[src/rtl/config_chain_loader_if.sv]
// config_chain_loader_if: valid/ready word handshake between a bitstream source and config_chain_loader.
interface config_chain_loader_if #(
   parameter int DATA_WIDTH = 8
);
   logic [DATA_WIDTH-1:0] data_in;
   logic                  data_valid;
   logic                  data_ready;
   modport master (output data_in, data_valid, input data_ready);
   modport slave  (input data_in, data_valid, output data_ready);
endinterface

[src/rtl/config_chain_loader.sv]
// config_chain_loader: shifts handshake words LSB-first into the fabric config chain, exactly CHAIN_LENGTH bits.
// Defining CONFIG_CRC_EN adds a trailing CRC-8 word check (CHECK state, error flag).
module config_chain_loader #(
   parameter int DATA_WIDTH   = 8,
   parameter int CHAIN_LENGTH = 64,
   parameter int COUNT_WIDTH  = 16
) (
   input  logic                 clock,
   input  logic                 nreset,
   input  logic                 start,
   config_chain_loader_if.slave bus,
   output logic                 config_enable,
   output logic                 config_out,
   output logic                 busy,
   output logic                 done,
   output logic                 error
);
   localparam int WW = $clog2(DATA_WIDTH + 1);
`ifdef CONFIG_CRC_EN
   typedef enum logic [2:0] {IDLE, LOAD, SHIFT, DONE, CHECK} state_t;
`else
   typedef enum logic [1:0] {IDLE, LOAD, SHIFT, DONE} state_t;
`endif
   state_t                  state_q, state_d;
   logic [COUNT_WIDTH-1:0]  cnt_q, cnt_d;
   logic [WW-1:0]           wcnt_q, wcnt_d;
   logic [DATA_WIDTH-1:0]   shreg_q, shreg_d;
   logic                    done_q, done_d;
`ifdef CONFIG_CRC_EN
   logic [7:0]              crc_q, crc_d;
   logic                    error_q, error_d;
   assign bus.data_ready = (state_q == LOAD) || (state_q == CHECK);
   assign busy           = (state_q == LOAD) || (state_q == SHIFT) || (state_q == CHECK);
   assign error          = error_q;
`else
   assign bus.data_ready = (state_q == LOAD);
   assign busy           = (state_q == LOAD) || (state_q == SHIFT);
   assign error          = 1'b0;
`endif
   assign config_enable = (state_q == SHIFT);
   assign config_out    = (state_q == SHIFT) ? shreg_q[0] : 1'b0;
   assign done          = done_q;
   always_comb begin
      state_d = state_q;
      cnt_d   = cnt_q;
      wcnt_d  = wcnt_q;
      shreg_d = shreg_q;
      done_d  = done_q;
`ifdef CONFIG_CRC_EN
      crc_d   = crc_q;
      error_d = error_q;
`endif
      case (state_q)
         IDLE, DONE: if (start) begin
            state_d = LOAD;
            cnt_d   = '0;
            done_d  = 1'b0;
`ifdef CONFIG_CRC_EN
            crc_d   = 8'h00;
            error_d = 1'b0;
`endif
         end
         LOAD: if (bus.data_valid) begin
            shreg_d = bus.data_in;
            wcnt_d  = '0;
            state_d = SHIFT;
         end
         SHIFT: begin
            shreg_d = shreg_q >> 1;
            cnt_d   = cnt_q + 1'b1;
            wcnt_d  = wcnt_q + 1'b1;
`ifdef CONFIG_CRC_EN
            crc_d   = {crc_q[6:0], 1'b0} ^ ((crc_q[7] ^ shreg_q[0]) ? 8'h07 : 8'h00);
`endif
            // The chain-length limit wins over the word boundary, dropping any unused word bits.
            if (cnt_d == COUNT_WIDTH'(CHAIN_LENGTH)) begin
`ifdef CONFIG_CRC_EN
               state_d = CHECK;
`else
               state_d = DONE;
               done_d  = 1'b1;
`endif
            end else if (wcnt_d == WW'(DATA_WIDTH)) begin
               state_d = LOAD;
            end
         end
`ifdef CONFIG_CRC_EN
         CHECK: if (bus.data_valid) begin
            error_d = (bus.data_in[7:0] != crc_q);
            done_d  = 1'b1;
            state_d = DONE;
         end
`endif
         default: state_d = IDLE;
      endcase
   end
   always_ff @(posedge clock or negedge nreset) begin
      if (!nreset) begin
         state_q <= IDLE;
         cnt_q   <= '0;
         wcnt_q  <= '0;
         shreg_q <= '0;
         done_q  <= 1'b0;
`ifdef CONFIG_CRC_EN
         crc_q   <= 8'h00;
         error_q <= 1'b0;
`endif
      end else begin
         state_q <= state_d;
         cnt_q   <= cnt_d;
         wcnt_q  <= wcnt_d;
         shreg_q <= shreg_d;
         done_q  <= done_d;
`ifdef CONFIG_CRC_EN
         crc_q   <= crc_d;
         error_q <= error_d;
`endif
      end
   end
endmodule

[src/flat_wrapper.sv]
// flat-port wrapper written by rule: the top's interface ports become plain ports
module config_chain_loader_flat 
#(
   parameter int DATA_WIDTH   = 8,
   parameter int CHAIN_LENGTH = 64,
   parameter int COUNT_WIDTH  = 16
)
  (clock, nreset, start, config_enable, config_out, busy, done, error, bus_data_in, bus_data_valid, bus_data_ready);
  config_chain_loader_if #(.DATA_WIDTH(DATA_WIDTH)) bus_i ();
  input  logic clock;
  input  logic nreset;
  input  logic start;
  output logic config_enable;
  output logic config_out;
  output logic busy;
  output logic done;
  output logic error;
  input wire logic [$bits(bus_i.data_in)-1:0] bus_data_in;
  input wire logic [$bits(bus_i.data_valid)-1:0] bus_data_valid;
  output wire logic [$bits(bus_i.data_ready)-1:0] bus_data_ready;
  assign bus_i.data_in = bus_data_in;
  assign bus_i.data_valid = bus_data_valid;
  assign bus_data_ready = bus_i.data_ready;
  config_chain_loader #(.DATA_WIDTH(DATA_WIDTH), .CHAIN_LENGTH(CHAIN_LENGTH), .COUNT_WIDTH(COUNT_WIDTH)) u_core (.clock(clock), .nreset(nreset), .start(start), .bus(bus_i), .config_enable(config_enable), .config_out(config_out), .busy(busy), .done(done), .error(error));
endmodule
[config.mk]
export PLATFORM = sky130hd
export DESIGN_NAME = config_chain_loader_flat
export DESIGN_NICKNAME = d
export VERILOG_FILES = /design/src/rtl/config_chain_loader_if.sv /design/src/rtl/config_chain_loader.sv /design/src/flat_wrapper.sv
export SDC_FILE = /design/constraint.sdc
export NUM_CORES = 1
export LEC_CHECK = 0
export BUFFER_PORTS_ARGS = -buffer_cell sky130_fd_sc_hd__buf_4
export CAP_MARGIN = 20
export CORE_MARGIN = 2
export CORE_UTILIZATION = 60
export CTS_CLUSTER_SIZE = 25
export DETAILED_ROUTE_END_ITERATION = 8
export PLACE_DENSITY = 0.91
export SYNTH_ARGS = -nofsm -noshare
export SYNTH_HDL_FRONTEND = slang
export SYNTH_SLANG_ARGS = --single-unit
[constraint.sdc]
create_clock -name clock -period 5.1 [get_ports clock]
set_clock_uncertainty 0.15 [all_clocks]
set_input_delay 0.51 -clock clock [delete_from_list [all_inputs] [get_ports clock]]
set_output_delay 0.51 -clock clock [all_outputs]
set_load 0.02 [all_outputs]
==> results.sh <==
export IMPL_yosysTopAreaCellShare_pct=39.9
export IMPL_antenna_left=0
export IMPL_power_mw=0.813
export IMPL_cts_tree="built"
export IMPL_synth_area_leaders="dfrtp_1 (40%), o21ai_0 (8.5%), nand2_1 (4.8%), and3_1 (3.2%), ha_1 (3.2%)"
export IMPL_setup_tns_ns=0
export IMPL_die_h_um=60.9
export IMPL_dp_hpwl_um=2560
export IMPL_grt_start_max_net_pins=32
export IMPL_wl_per_cell_um=14.0
export IMPL_drv_cap=0
export IMPL_dp_worst_setup_slack_ns=2.69
export IMPL_n_antenna_cell=0
export IMPL_hold_path_depth=3
export IMPL_worst_setup_path_end_kind="primary output"
export IMPL_synth_ff_type="dfrtp_1"
export IMPL_grt_setup_unrepaired="no"
export IMPL_start_kind="register"
export IMPL_dr_pass1_iters=4
export IMPL_synth_seq_cells=31
export IMPL_nets=246
export IMPL_pwr_density_cell_nw_per_um2=379
export IMPL_cts_sinks=31
export IMPL_synth_edf_count=0
export IMPL_core_um2=3080
export IMPL_setup_viol=0
export IMPL_syn_num_nets=236
export IMPL_finalCriticalPeriod_ns=2.47
export IMPL_drt_iter0_markers=133
export IMPL_hold_viol=0
export IMPL_grt_pass1_vias=1402
export IMPL_clk_latency_ns=0.34
export IMPL_track_usage_pct=23.9
export IMPL_layout_common_cells="o21ai_0 (33), dfrtp_1 (31), nand2_1 (25)"
export IMPL_cellLeakagePower_nw=0.945
export IMPL_r2r_slack_ns=2.67
export IMPL_path_class="register to primary output"
export IMPL_fin_crit_sh_pct=48.5
export IMPL_synth_distinct_cells=45
export IMPL_grt_pass1_wl_um=6510
export IMPL_peakVddDrop_uv=194
export IMPL_netlist_area_um2=1940
export IMPL_overflow=0
export IMPL_final_common_cell="o21ai_0"
export IMPL_row_count=20
export IMPL_routed_wl_um=3850
export IMPL_area_growth_pct=10.3
export IMPL_critPathMaxFanout=23
export IMPL_fill_cells=254
export IMPL_yosysSeqAreaShare_pct=39.9
export IMPL_cts_resized=0
export IMPL_clk_path_buf_depth=2
export IMPL_antenna_found_initial=0
export IMPL_hold_path_class="input pin to register"
export IMPL_yosys_area_top_type="dfrtp_1"
export IMPL_io_pin_count=18
export IMPL_cts_buffers=5
export IMPL_cts_clk_slew_worst_paths_ns=0.10
export IMPL_drc=0
export IMPL_synth_area_per_cell_um2=8.87
export IMPL_start_util_pct=63.1
export IMPL_required_ns=4.44
export IMPL_netlist_instances=219
export IMPL_relSlewSlack_pct=51.8
export IMPL_cts_root_buf="clkbuf_4"
export IMPL_cts_htree_levels=2
export IMPL_synth_async_sr_flop_share_pct=100
export IMPL_via_count=1610
export IMPL_max_freq_mhz=405
export IMPL_setup_ws_ns=2.63
export IMPL_fin_util_pct=69.6
export IMPL_place_gp_congestion=0.811
export IMPL_slew_violations=0
export IMPL_synth_warnings=0
export IMPL_final_layout_size_suffix_gt1_share_pct=15.2
export IMPL_dieArea_um2=3710
export IMPL_whs_ns=0.372
export IMPL_tightestPinTransition_ns=0.723
export IMPL_outcome="completed"
export IMPL_dieWidth_um=60.9
export IMPL_rr_worst_depth=6
export IMPL_io_buffer_count=16
export IMPL_arrival_ns=1.81
export IMPL_viasPerCell=5.88
[cell families after synthesis]
family / Yosys count / synth area share, %
buffers and inverters: 21 / 4.31
other: 1 / 0.193
adders and majority gates: 5 / 3.22
muxes: 5 / 2.83
AOI/OAI and AO/OA: 73 / 24.2
xor gates and xnor gates: 7 / 3.16
DFF: 31 / 39.9
and+or+nand+nor: 76 / 22.2
[metrics by stage]
step                      instances  cell area (µm²)
after floorplan                 219             1940
after global placement          264             2060
after detailed placement        264             2060
after CTS                       273             2140
after global routing            274             2140
final                           274             2140
[synth_stat cells (all sizes together), types with 5 or more instances]
| library cell | n |
|---|---|
| dfrtp | 31 |
| clkbuf | 13 |
| nor2 | 11 |
| ha | 5 |
| and3 | 11 |
| a21oi | 12 |
| nand3 | 10 |
| nand2 | 25 |
| o21ai | 33 |
| inv | 6 |
| a22oi | 8 |
[critical path: stages (launching register included)]
cell	delay, ns
dfrtp_1	0.41
inv_1	0.08
ha_1	0.62
and2_1	0.22
buf_4	0.14
[where the power goes]
group	switching (mW)	internal (mW)	total [mW]
registers	0.0439	0.295	0.339
logic	0.192	0.116	0.308
clock network	0.0853	0.0810	0.166
total	0.321	0.492	0.813
[final timing paths]
check	from	end
max	u_core.state_q[0]	config_out
min in group asynchronous	nreset	u_core.cnt_q[9]
max reg2reg	u_core.state_q[0]	u_core.cnt_q[13]
min	start	u_core.done
min reg2reg	u_core.shreg_q[7]	u_core.shreg_q[7]
max in group asynchronous	nreset	u_core.shreg_q[2]
[final cells by class]
| cell class | instances | area [µm²] | share of cell area, % |
|---|---|---|---|
| inverter | 6 | 22.5 | 1.05 |
| clock buffer | 8 | 68.8 | 3.21 |
| tap | 44 | 55.1 | 2.57 |
| timing repair buffer | 18 | 138 | 6.42 |
| multi-input combinational | 167 | 1080 | 50.6 |
| sequential | 31 | 776 | 36.2 |
[sequential cells by signal, indices dropped and copies added (netlist names)]
register	cells
u_core.state_q	2
u_core.cnt_q	16
u_core.shreg_q	8
u_core.wcnt_q	4
u_core.done	1
[layer usage]
metal  vias to the layer above  track usage [%]  wire (µm)
met5                         -                0          0
met1                       769             34.2       1880
met3                         5             7.25        120
met2                        24             34.1       1790
met4                         0             8.70         67
li1                        812                -          -
[repair_timing]
| item | 4_1_cts | 5_1_grt |
|---|---|---|
| hold buffers | 1 | 0 |
| hold endpoints to repair | 31 | 0 |
| setup buffers | 0 | 0 |
Power figures use the tool's default switching activity.
